$ cat src/rtl/cpu_ctrl_pkg.sv
// Shared types and constants for the lab CPU multicycle control sequencer.
package cpu_ctrl_pkg;

  localparam int PC_W_DEF  = 8;
  localparam int CNT_W_DEF = 16;

  // Control FSM states.
  typedef enum logic [2:0] {
    ST_IDLE   = 3'd0,
    ST_FETCH  = 3'd1,
    ST_DECODE = 3'd2,
    ST_EXEC   = 3'd3,
    ST_MEM    = 3'd4,
    ST_WB     = 3'd5,
    ST_HALT   = 3'd6
  } state_t;

  // Next-PC source selected at retire time.
  typedef enum logic {
    PC_SEL_INC    = 1'b0,
    PC_SEL_TARGET = 1'b1
  } pc_sel_t;

  // Opcodes live in IR[7:4].
  localparam logic [3:0] OP_ADD    = 4'h0;
  localparam logic [3:0] OP_SUB    = 4'h1;
  localparam logic [3:0] OP_LOAD   = 4'h2;
  localparam logic [3:0] OP_STORE  = 4'h3;
  localparam logic [3:0] OP_MOVI   = 4'h4;
  localparam logic [3:0] OP_UNUSED = 4'h5;
  localparam logic [3:0] OP_BEQ0   = 4'h6;
  localparam logic [3:0] OP_JUMP   = 4'h7;
  localparam logic [3:0] OP_AND    = 4'h8;
  localparam logic [3:0] OP_OR     = 4'h9;
  localparam logic [3:0] OP_XOR    = 4'hA;
  localparam logic [3:0] OP_SHL    = 4'hB;
  localparam logic [3:0] OP_SHR    = 4'hC;
  localparam logic [3:0] OP_LBL    = 4'hD;
  localparam logic [3:0] OP_HALT   = 4'hE;
  localparam logic [3:0] OP_TBD    = 4'hF;

  // The unassigned opcode executes as a NOP regardless of decoder flags.
  function automatic logic is_nop_op(input logic [7:0] ir);
    return ir[7:4] == OP_UNUSED;
  endfunction

endpackage

$ cat src/rtl/cpu_ctrl_pc_unit.sv
// Program counter register with increment / label-target selection on retire.
module pc_unit
  import cpu_ctrl_pkg::*;
#(
  parameter int PC_W = PC_W_DEF
) (
  input  logic            clk,
  input  logic            reset,
  input  logic            retire_i,
  input  pc_sel_t         sel_i,
  input  logic [PC_W-1:0] target_i,
  output logic [PC_W-1:0] pc_o
);

  logic [PC_W-1:0] pc_q;
  logic [PC_W-1:0] pc_d;

  // Next PC: only moves on retire; increment wraps naturally modulo 2^PC_W.
  always_comb begin
    pc_d = pc_q;
    if (retire_i) begin
      if (sel_i == PC_SEL_TARGET) begin
        pc_d = target_i;
      end else begin
        pc_d = pc_q + PC_W'(1);
      end
    end
  end

  // PC register.
  always_ff @(posedge clk) begin
    if (reset) begin
      pc_q <= '0;
    end else begin
      pc_q <= pc_d;
    end
  end

  assign pc_o = pc_q;

endmodule

$ cat src/rtl/cpu_ctrl_sequencer.sv
// Multicycle control FSM: fetch into IR, sequence EXEC/MEM/WB from decoder
// flags, retire with PC redirection, stop on halt.
//
// Handshakes: imem_rd_o is held while in FETCH and the byte is taken on the
// first cycle imem_valid_i is high; dmem_req_o/dmem_we_o are held stable in
// MEM and the access completes on the first cycle dmem_ack_i is high. Valid
// and ack are ignored in every other state.
module cpu_ctrl_sequencer
  import cpu_ctrl_pkg::*;
#(
  parameter int PC_W  = PC_W_DEF,
  parameter int CNT_W = CNT_W_DEF
) (
  input  logic             clk,
  input  logic             reset,
  input  logic             start_i,
  output logic [PC_W-1:0]  imem_addr_o,
  output logic             imem_rd_o,
  input  logic [7:0]       imem_data_i,
  input  logic             imem_valid_i,
  output logic [7:0]       ir_o,
  input  logic             dec_mem_read_i,
  input  logic             dec_mem_write_i,
  input  logic             dec_label_read_i,
  input  logic             dec_reg_write_i,
  input  logic             dec_halt_i,
  input  logic             dec_branch_i,
  input  logic [3:0]       dec_branch_addr_i,
  output logic [3:0]       label_idx_o,
  input  logic [PC_W-1:0]  label_target_i,
  input  logic             alu_zero_i,
  output logic             dmem_req_o,
  output logic             dmem_we_o,
  input  logic             dmem_ack_i,
  output logic             reg_we_o,
  output logic [PC_W-1:0]  pc_o,
  output logic             halted_o,
  output logic             busy_o,
  output logic [CNT_W-1:0] instr_count_o,
  output state_t           state_o
);

  state_t           state_q, state_d;
  logic [7:0]       ir_q, ir_d;
  logic [CNT_W-1:0] cnt_q, cnt_d;
  logic             retire;
  logic             halt_enter;
  pc_sel_t          pc_sel;
  pc_sel_t          flow_sel;
  logic [PC_W-1:0]  pc;

  // Redirect choice for a normally retiring instruction: beq0 taken first, then jump.
  always_comb begin
    flow_sel = PC_SEL_INC;
    if (dec_branch_i && alu_zero_i) begin
      flow_sel = PC_SEL_TARGET;
    end else if (dec_label_read_i && !dec_branch_i) begin
      flow_sel = PC_SEL_TARGET;
    end
  end

  // Next-state and per-state outputs.
  always_comb begin
    state_d    = state_q;
    ir_d       = ir_q;
    retire     = 1'b0;
    halt_enter = 1'b0;
    pc_sel     = PC_SEL_INC;
    imem_rd_o  = 1'b0;
    dmem_req_o = 1'b0;
    dmem_we_o  = 1'b0;
    reg_we_o   = 1'b0;
    case (state_q)
      ST_IDLE: begin
        if (start_i) state_d = ST_FETCH;
      end
      ST_FETCH: begin
        imem_rd_o = 1'b1;
        if (imem_valid_i) begin
          ir_d    = imem_data_i;
          state_d = ST_DECODE;
        end
      end
      ST_DECODE: begin
        // Halt takes precedence; its other flags are stale and ignored.
        if (dec_halt_i) begin
          halt_enter = 1'b1;
          state_d    = ST_HALT;
        end else if (is_nop_op(ir_q)) begin
          retire  = 1'b1;
          pc_sel  = PC_SEL_INC;
          state_d = ST_FETCH;
        end else begin
          state_d = ST_EXEC;
        end
      end
      ST_EXEC: begin
        if (dec_mem_read_i || dec_mem_write_i) begin
          state_d = ST_MEM;
        end else if (dec_reg_write_i) begin
          state_d = ST_WB;
        end else begin
          retire  = 1'b1;
          pc_sel  = flow_sel;
          state_d = ST_FETCH;
        end
      end
      ST_MEM: begin
        dmem_req_o = 1'b1;
        dmem_we_o  = dec_mem_write_i;
        if (dmem_ack_i) begin
          if (dec_mem_write_i) begin
            retire  = 1'b1;
            pc_sel  = flow_sel;
            state_d = ST_FETCH;
          end else begin
            state_d = ST_WB;
          end
        end
      end
      ST_WB: begin
        reg_we_o = 1'b1;
        retire   = 1'b1;
        pc_sel   = flow_sel;
        state_d  = ST_FETCH;
      end
      ST_HALT: begin
        state_d = ST_HALT;
      end
      default: begin
        state_d = ST_IDLE;
      end
    endcase
  end

  // Retired-instruction counter, saturating at all-ones.
  always_comb begin
    cnt_d = cnt_q;
    if ((retire || halt_enter) && (cnt_q != {CNT_W{1'b1}})) begin
      cnt_d = cnt_q + CNT_W'(1);
    end
  end

  // State, IR and counter registers.
  always_ff @(posedge clk) begin
    if (reset) begin
      state_q <= ST_IDLE;
      ir_q    <= '0;
      cnt_q   <= '0;
    end else begin
      state_q <= state_d;
      ir_q    <= ir_d;
      cnt_q   <= cnt_d;
    end
  end

  pc_unit #(.PC_W(PC_W)) u_pc (
    .clk      (clk),
    .reset    (reset),
    .retire_i (retire),
    .sel_i    (pc_sel),
    .target_i (label_target_i),
    .pc_o     (pc)
  );

  assign imem_addr_o   = pc;
  assign pc_o          = pc;
  assign ir_o          = ir_q;
  assign label_idx_o   = dec_branch_addr_i;
  assign instr_count_o = cnt_q;
  assign halted_o      = (state_q == ST_HALT);
  assign busy_o        = (state_q != ST_IDLE) && (state_q != ST_HALT);
  assign state_o       = state_q;

endmodule

$ cat config.mk
export PLATFORM = sky130hd
export DESIGN_NAME = cpu_ctrl_sequencer
export DESIGN_NICKNAME = d
export VERILOG_FILES = /design/src/rtl/cpu_ctrl_pkg.sv /design/src/rtl/cpu_ctrl_pc_unit.sv /design/src/rtl/cpu_ctrl_sequencer.sv
export SDC_FILE = /design/constraint.sdc
export NUM_CORES = 1
export LEC_CHECK = 0
export CORE_MARGIN = 2
export CORE_UTILIZATION = 67
export DETAILED_ROUTE_END_ITERATION = 6
export DONT_BUFFER_PORTS = 1
export PLACE_DENSITY = 0.92
export SLEW_MARGIN = 15
export SYNTH_ARGS = -nofsm -noshare
export SYNTH_HDL_FRONTEND = slang
export SYNTH_SLANG_ARGS = --single-unit
$ cat constraint.sdc
create_clock -name clk -period 7.6 [get_ports clk]
set_clock_uncertainty 0.15 [all_clocks]
set_input_delay 0.76 -clock clk [delete_from_list [all_inputs] [get_ports clk]]
set_output_delay 0.76 -clock clk [all_outputs]
set_load 0.005 [all_outputs]
==> results.txt, run 1 <==
CP required - 7.72 ns
initial DRC count - 164
maximum clock frequency - 361 MHz
H-tree depth - 2
num ports - 85
hpwl dp - 3.08 mm
vias post-DR - 1871
worst reg-to-reg setup slack - 4.83 ns
die area - 0.00357 sq mm
VDD IR max - 143 uV
Hold Crit Class - in2reg
Root Driver - clkbuf_4
setup_tns - 0 ns
Post-synth EDFFs - 0
Worst Min Path Start - reset
Hold-fix buffers, CTS - 0
WHS Path Cells - 1
Highest Signal Layer - met4
WP data arrival - 2.90 ns
largest net degree at the start of global routing - 38
CP Launch Type - flip-flop
fin crit share - 36.5%
Sinks on Clock Net - 35
Worst-path clk slew - 0.11 ns
DRC Markers - 0
Main synth FF type - dfxtp_1
ANT cells - 0
Die W - 59.8 um
vias in the first global route - 1677
All-Layer GR Usage - 26.0%
Tmin final - 2.77 ns
P&R area growth vs syn - -1.80%
GP Congestion - 0.813
Clk Latency, worst-skew pair - 0.34 ns
RSZ-0062 raised after global routing - false
most frequent cells in the layout - 35 x dfxtp_1, 31 x a21oi_1, 28 x nand2_1
Final Util - 68.2%
Initial Util - 69.4%
Filler Cells Inserted - 275
synth top area cells - dfxtp_1 34%, a21oi_1 7.4%, nand2_1 5.0%
Mean Syn Cell Area - 8.02 sq um
first-pass GRT wire length - 7.13 mm
P per Cell Area - 169 mW/mm^2
Async S/R FF share, synth - 0%
nets - 277
buffer count from post-CTS setup fixing - 0
register area share after synthesis - 33.6%
Max-Slew Margin vs Limit - 34.9%
RR Startpoint - state_o[1]
metal3 WL - 303 um
Crit Path Class - reg2reg
result of the run - finished, final reports clean
fin area - 0.00205 sq mm
max_cap viols - 0
Setup-failing EPs final - 0
CTS max path bufs - 2
Port-buffer cells - 0
Yosys cell types - 52
post-DR vias/cell - 6.78
gr ovfl total - 0
Die Ht - 59.8 um
Worst Tran Pin Value - 0.974 ns
share of cells above drive strength 1 - 6.17%
CTS tree - done
Avg WL per Cell - 16.0 um
most common cell after layout, fill and taps aside - dfxtp_1
Antenna Nets Post-Route - 0
cell taking the most area after synthesis - dfxtp_1
Synth top area share - 33.6%
WL met2 - 2.26 mm
Crit Path Max Fanout - 25
FF-to-FF End - instr_count_o[7]
Ys Warns - 0
total CTS buffers - 5
1st-pass router iterations - 4
mapped cell area - 0.00208 sq mm
Routed WL - 4.41 mm
total nets after synthesis - 295
wl on met1 - 1.80 mm
Post-DP Area - 0.00198 sq mm
Max Slew Vio Count - 0
Syn Inst Count - 260
CP Capture Type - flip-flop
initial antenna violation count - 0
number of gates resized after cts - 0
total power - 0.000345 W
row cnt - 20
register bit total from synthesis - 35
Pleak - 0.634 nW
Std-Cell Core Area - 0.00300 sq mm
final hold violations - 0
Hold EP - instr_count_o[4]
Reg2Reg Depth - 7
-- state kept, by name, indices dropped and copies added (netlist names) --
name and flops:
u_pc.pc_o 8, state_o 3, ir_o 8, instr_count_o 16
-- layer usage --
metal,global-route usage [%],vias up
met5,0,-
met3,8.44,6
met4,7.94,0
met1,29.6,882
li1,-,924
met2,45.7,59
-- cell families after synthesis --
group           Yosys count  synth area share, %
compound gates           73                 23.5
flops                    35                 33.6
simple gates            110                 29.1
mux                       8                 3.90
buf+inv                  31                 8.16
fa+ha+maj                 3                 1.80
-- cells in the mapped netlist (6+ instances only) --
cell,count
mux2i_1,7
clkbuf_1,9
o21ai_0,6
inv_1,6
nand3_1,12
or4_1,8
nand2_1,28
a21oi_1,31
nor2b_1,7
nor2_1,14
dfxtp_1,35
buf_4,12
o31ai_1,8
-- critical path, cell delays in order, from the launching register on --
cell and delay [ns]:
dfxtp_1 0.63, inv_1 0.20, ha_1 0.40, nor4b_1 0.28, a31oi_1 0.16, o21a_4 0.22
or4_1 0.53, a21oi_1 0.14
-- area by class of cell --
type	count	area, sq um	share of cell area [%]
sequential	35	701	34.2
tap	33	41.3	2.02
clock buffer	8	68.8	3.36
inverter	6	22.5	1.10
multi-input combinational	194	1210	59.3
-- power by group --
part / internal [W] / total, W / switching (W)
Combinational: 0.0000135 / 0.0000304 / 0.0000169
Sequential: 0.000188 / 0.000199 / 0.0000107
Clock: 0.0000544 / 0.000116 / 0.0000618
Total: 0.000256 / 0.000345 / 0.0000894
-- worst max path at each step --
stage / start / to / depth (start not counted) / slack, ns
2_1_floorplan: state_o[1] / instr_count_o[10] / 9 / 4.98
3_3_place_gp: state_o[1] / instr_count_o[15] / 7 / 4.95
3_5_place_dp: state_o[1] / instr_count_o[7] / 7 / 4.89
4_1_cts: state_o[1] / instr_count_o[7] / 7 / 4.82
5_1_grt: state_o[1] / instr_count_o[3] / 7 / 4.56
6_report: state_o[1] / instr_count_o[7] / 7 / 4.83
-- stage by stage --
step	hold WS (ns)	setup WS, ns	std cells
floorplan	0.303	4.98	260
global placement	0.308	4.95	268
CTS	0.309	4.82	276
finish	0.322	4.83	276
global route	0.295	4.56	276
detailed placement	0.315	4.89	268
No activity file was read; power rests on OpenSTA's default activity.
==> run 2: changes to the inputs <==
- CORE_UTILIZATION: 67 -> 63
- PLACE_DENSITY: 0.92 -> 0.88
- clock period: 7.6 -> 2.6 ns (I/O delays scaled with it)
==> results.txt, run 2 (synthesis gave the netlist of run 1 again) <==
Hold Crit Class - in2reg
CP required - 2.74 ns (-4.98 ns)
total CTS buffers - 5 (unchanged)
row cnt - 20 (unchanged)
All-Layer GR Usage - 27.3% (+1.3 points)
Highest Signal Layer - met4
max FFs per register - 16 (unchanged)
fin crit share - 91.4% (+55 points)
most frequent cells in the layout - 35 x dfxtp_1, 31 x a21oi_1, 28 x nand2_1
Multi-input gate area - 0.00121 sq mm (unchanged)
first-pass GRT wire length - 7.81 mm (+9.5%)
worst reg-to-reg setup slack - 0.22 ns (-4.61 ns)
Tmin final - 2.38 ns (-0.395 ns)
Std-Cell Core Area - 0.00310 sq mm (+3.3%)
Worst-path clk slew - 0.12 ns (about the same)
nets - 299 (+7.9%)
Critical Path End - instr_count_o[15]
setup_tns - 0 ns (unchanged)
Pleak - 0.745 nW (+17%)
num ports - 85 (unchanged)
CTS tree - done
Reg2Reg Depth - 7 (unchanged)
1st-pass router iterations - 4 (unchanged)
number of gates resized after cts - 0 (unchanged)
RSZ-0062 raised after global routing - false
die area - 0.00378 sq mm (+5.9%)
Filler Cells Inserted - 259 (-5.8%)
most common cell after layout, fill and taps aside - dfxtp_1
H-tree depth - 2 (unchanged)
Die Ht - 61.5 um (+2.9%)
crit path launch - state_o[1]
FF/Latch Area - 701 sq um (unchanged)
RR Startpoint - state_o[1]
Final Util - 73.9% (+5.7 points)
gr ovfl total - 0 (unchanged)
Setup-failing EPs final - 0 (unchanged)
initial DRC count - 176 (+7.3%)
WL met2 - 2.45 mm (+8.3%)
GP Congestion - 0.855 (+5.1%)
final hold violations - 0 (unchanged)
largest net degree at the start of global routing - 37 (-2.6%)
hpwl dp - 3.12 mm (+1.1%)
ANT cells - 0 (unchanged)
CP Launch Type - flip-flop
post-DR vias/cell - 6.39 (-5.8%)
Max-Slew Margin vs Limit - 60.8% (+26 points)
initial antenna violation count - 0 (unchanged)
vias post-DR - 1974 (+5.5%)
Crit path largest cell delay - 0.53 ns (-0.10 ns)
Die W - 61.5 um (+2.9%)
slowest CP cell - or4_1
Clk Latency, worst-skew pair - 0.36 ns (+0.02 ns)
Crit Path Class - reg2reg
Crit Path Max Fanout - 25 (unchanged)
CTS max path bufs - 2 (unchanged)
buffer count from post-CTS setup fixing - 0 (unchanged)
Max Slew Vio Count - 0 (unchanged)
Routed WL - 5.00 mm (+13%)
VDD IR max - 363 uV (+150%)
Root Driver - clkbuf_4
Sinks on Clock Net - 35 (unchanged)
vias in the first global route - 1835 (+9.4%)
metal3 WL - 352 um (+16%)
share of cells above drive strength 1 - 7.92% (+1.8 points)
DRC Markers - 0 (unchanged)
Worst Tran Pin Value - 0.588 ns (-0.385 ns)
P&R area growth vs syn - 10.0%
WP data arrival - 2.52 ns (-0.38 ns)
Hold-fix buffers, CTS - 18 (+18)
max_cap viols - 0 (unchanged)
critical path, cell by cell - inv_1, ha_1, nor4b_1, a31oi_1, o21a_4, or4_1, a21oi_1
result of the run - finished, final reports clean
maximum clock frequency - 421 MHz (+17%)
Initial Util - 67.2% (-2.2 points)
wl on met1 - 2.10 mm (+17%)
Port-buffer cells - 0 (unchanged)
CP Capture Type - flip-flop
Antenna Nets Post-Route - 0 (unchanged)
Avg WL per Cell - 16.2 um (+1.3%)
P per Cell Area - 489 mW/mm^2 (+190%)
FF-to-FF End - instr_count_o[15]
run 2: worst min path at each step:
stage	depth (start not counted)	end	slack (ns)	start
finish	2	state_o[0]	0.02	reset
global route	2	state_o[1]	0.02	reset
CTS	2	ir_o[5]	0.008	reset
detailed placement	1	u_pc.pc_o[0]	0.19	reset
global placement	1	u_pc.pc_o[0]	0.18	reset
floorplan	2	ir_o[0]	0.25	imem_data_i[0]
run 2: layout make-up:
cell class	count	area share, %
Sequential cell	35	30.6
Clock inverter	3	1.91
Inverter	6	0.982
Tap cell	44	2.40
Clock buffer	5	1.64
Timing Repair Buffer	22	9.60
Multi-Input combinational cell	194	52.9
run 2: layer usage:
layer,vias up,GRT usage [%]
met5,-,0
met4,0,10.6
met1,915,32.1
met3,11,7.56
li1,970,-
met2,78,46.9
run 2: worst max-delay path, delay by kind of cell, from the launching register on:
| kind | cells | cell delay, ns |
|---|---|---|
| and+or+nand+nor | 2 | 0.81 |
| buffers and inverters | 1 | 0.10 |
| adders and majority gates | 1 | 0.37 |
| AOI/OAI and AO/OA | 3 | 0.54 |
| DFF | 1 | 0.35 |
run 2: stage by stage:
step           cells  area (sq um)  setup slack (ns)  hold WS [ns]  total power, W
6_report         309          2290             0.223        0.0164         0.00112
5_1_grt          309          2290            0.0551        0.0220         0.00116
4_1_cts          309          2290             0.210       0.00806         0.00113
3_5_place_dp     283          2020             0.251         0.186        0.000690
3_3_place_gp     283          2020             0.375         0.183        0.000687
2_1_floorplan    260          2090            0.0843         0.246        0.000681
run 2: where the power goes:
part	leakage, nW	total, W	internal (W)	switching [W]
combinational	0.417	0.000146	0.0000658	0.0000803
clock	0.0452	0.000407	0.000202	0.000205
sequential	0.283	0.000570	0.000550	0.0000199
==> run 3: changes to the inputs <==
- MAX_ROUTING_LAYER: default -> met4
- SETUP_SLACK_MARGIN: default -> 0.5
==> results.txt, run 3 (synthesis gave the netlist of run 1 again) <==
max_cap viols - 0 (unchanged)
Setup-failing EPs final - 0 (unchanged)
most frequent cells in the layout - 29 x a21oi_1, 28 x nand2_1, 28 x dfxtp_1
Sinks on Clock Net - 35 (unchanged)
Avg WL per Cell - 18.6 um (+15%)
setup_tns - 0 ns (unchanged)
Crit Path Class - reg2reg
Tmin final - 2.20 ns (-0.178 ns)
most common cell after layout, fill and taps aside - a21oi_1
CP Launch Type - flip-flop
gr ovfl total - 0 (unchanged)
met1 Usage GRT - 35.4% (+3.3 points)
Root Driver - clkbuf_4
critical path, cell by cell - inv_6, ha_4, nor4b_4, a31oi_4, o21a_4, or4_4, a21oi_1
P per Cell Area - 431 mW/mm^2 (-12%)
die area - 0.00378 sq mm (unchanged)
fin area - 0.00259 sq mm (+13%)
num ports - 85 (unchanged)
DRC Markers - 0 (unchanged)
initial DRC count - 228 (+30%)
GP Congestion - 0.884 (+3.4%)
Post-DP Area - 0.00205 sq mm (+1.6%)
fin crit share - 84.6% (-6.8 points)
max FFs per register - 16 (unchanged)
total CTS buffers - 5 (unchanged)
vias post-DR - 2147 (+8.8%)
Antenna Nets Post-Route - 0 (unchanged)
Die Ht - 61.5 um (unchanged)
FF/Latch Area - 717 sq um (+2.3%)
vias in the first global route - 1927 (+5.0%)
grt met2 use - 49.9% (+3.0 points)
CP Capture Type - flip-flop
final hold violations - 0 (unchanged)
Max-Slew Margin vs Limit - 66.2% (+5.5 points)
met3 Usage GRT - 9.24% (+1.7 points)
cell family with most CP delay - simple AND/OR/NAND/NOR gates
Pleak - 0.814 nW (+9.3%)
CTS max path bufs - 2 (unchanged)
slowest CP cell - or4_4
ANT cells - 0 (unchanged)
WP data arrival - 2.32 ns (-0.20 ns)
Crit Path Max Fanout - 7 (-72%)
worst path bufs/invs - 1 (unchanged)
CP required - 2.73 ns (about the same)
P&R area growth vs syn - 24.4%
Std-Cell Core Area - 0.00310 sq mm (unchanged)
H-tree depth - 2 (unchanged)
Worst Tran Pin Value - 0.505 ns (-0.0829 ns)
Clk Latency, worst-skew pair - 0.34 ns (-0.02 ns)
initial antenna violation count - 0 (unchanged)
maximum clock frequency - 455 MHz (+8.1%)
Die W - 61.5 um (unchanged)
VDD IR max - 403 uV (+11%)
Routed WL - 6.02 mm (+20%)
first-pass GRT wire length - 8.37 mm (+7.2%)
share of cells above drive strength 1 - 21.9% (+14 points)
Most Crowded Layer GR - met2
Port-buffer cells - 0 (unchanged)
Max Slew Vio Count - 0 (unchanged)
Crit path largest cell delay - 0.50 ns (-0.03 ns)
Worst-path clk slew - 0.11 ns (about the same)
Initial Util - 67.2% (unchanged)
post-DR vias/cell - 6.65 (+4.0%)
1st-pass router iterations - 5 (+1)
Multi-input gate area - 0.00142 sq mm (+17%)
All-Layer GR Usage - 30.8% (+3.5 points)
RSZ-0062 raised after global routing - true
hpwl dp - 3.28 mm (+5.2%)
Filler Cells Inserted - 216 (-17%)
Hold Crit Class - in2reg
largest net degree at the start of global routing - 36 (-2.7%)
result of the run - finished, final reports clean
nets - 313 (+4.7%)
row cnt - 20 (unchanged)
CTS tree - done
run 3: cell count changes in the layout (fill, tap and decap cells not counted), moves of 3 or more:
cell	before	now
buf_4	4	11
or4_1	8	5
or4_4	0	3
o31ai_2	0	3
dfxtp_1	35	28
o31ai_1	8	3
dfxtp_2	0	4
dfxtp_4	0	3
run 3: per-stage QoR:
stage | power [W] | setup slack [ns] | std cells | util, % | hold slack (ns)
2_1_floorplan | 0.000691 | 0.409 | 260 | - | 0.246
3_3_place_gp | 0.000693 | 0.392 | 284 | 66.2 | 0.177
3_5_place_dp | 0.000696 | 0.304 | 284 | 66.2 | 0.178
4_1_cts | 0.00109 | 0.439 | 318 | 78.5 | 0.00788
5_1_grt | 0.00115 | 0.347 | 323 | 83.5 | 0.0181
6_report | 0.00112 | 0.401 | 323 | 83.5 | 0.0191
run 3: path summary, 6_finish.rpt:
path	endpoint	cells past startpoint	from	slack [ns]
max	instr_count_o[7]	7	state_o[1]	0.40
min	instr_count_o[2]	2	reset	0.02
min reg2reg	ir_o[1]	2	ir_o[1]	0.33
max reg2reg	instr_count_o[7]	7	state_o[1]	0.40
run 3: worst register-to-register path, delay by kind of cell, from the launching register on:
family | cells | cell delay, ns
simple gates | 2 | 0.76
compound gates | 3 | 0.52
flops | 1 | 0.43
fa+ha+maj | 1 | 0.22
buf+inv | 1 | 0.05
run 3: power by group:
part / leakage (nW) / switching (W) / internal (W)
logic: 0.489 / 0.000104 / 0.0000859
registers: 0.287 / 0.0000243 / 0.000550
clock network: 0.0386 / 0.000192 / 0.000159
run 3: repair_timing:
item	CTS	global route
hold buffers	17	1
pin swaps	14	7
setup endpoints to repair	17	20
endpoints found under the hold margin	35	1
resized for setup	15	24
setup buffers	7	3
cloned	2	1
run 3: area by class of cell:
class	count	area share [%]
Sequential cell	35	27.7
Multi-Input combinational cell	197	54.8
Inverter	6	1.06
Clock buffer	8	2.65
Tap cell	44	2.12
Timing Repair Buffer	33	11.7
run 3: per-layer routing:
layer	share of wire [%]	vias to the layer above
met5	0	-
met4	2.7	0
met3	8.4	19
met2	50	116
met1	39	1015
li1	-	997
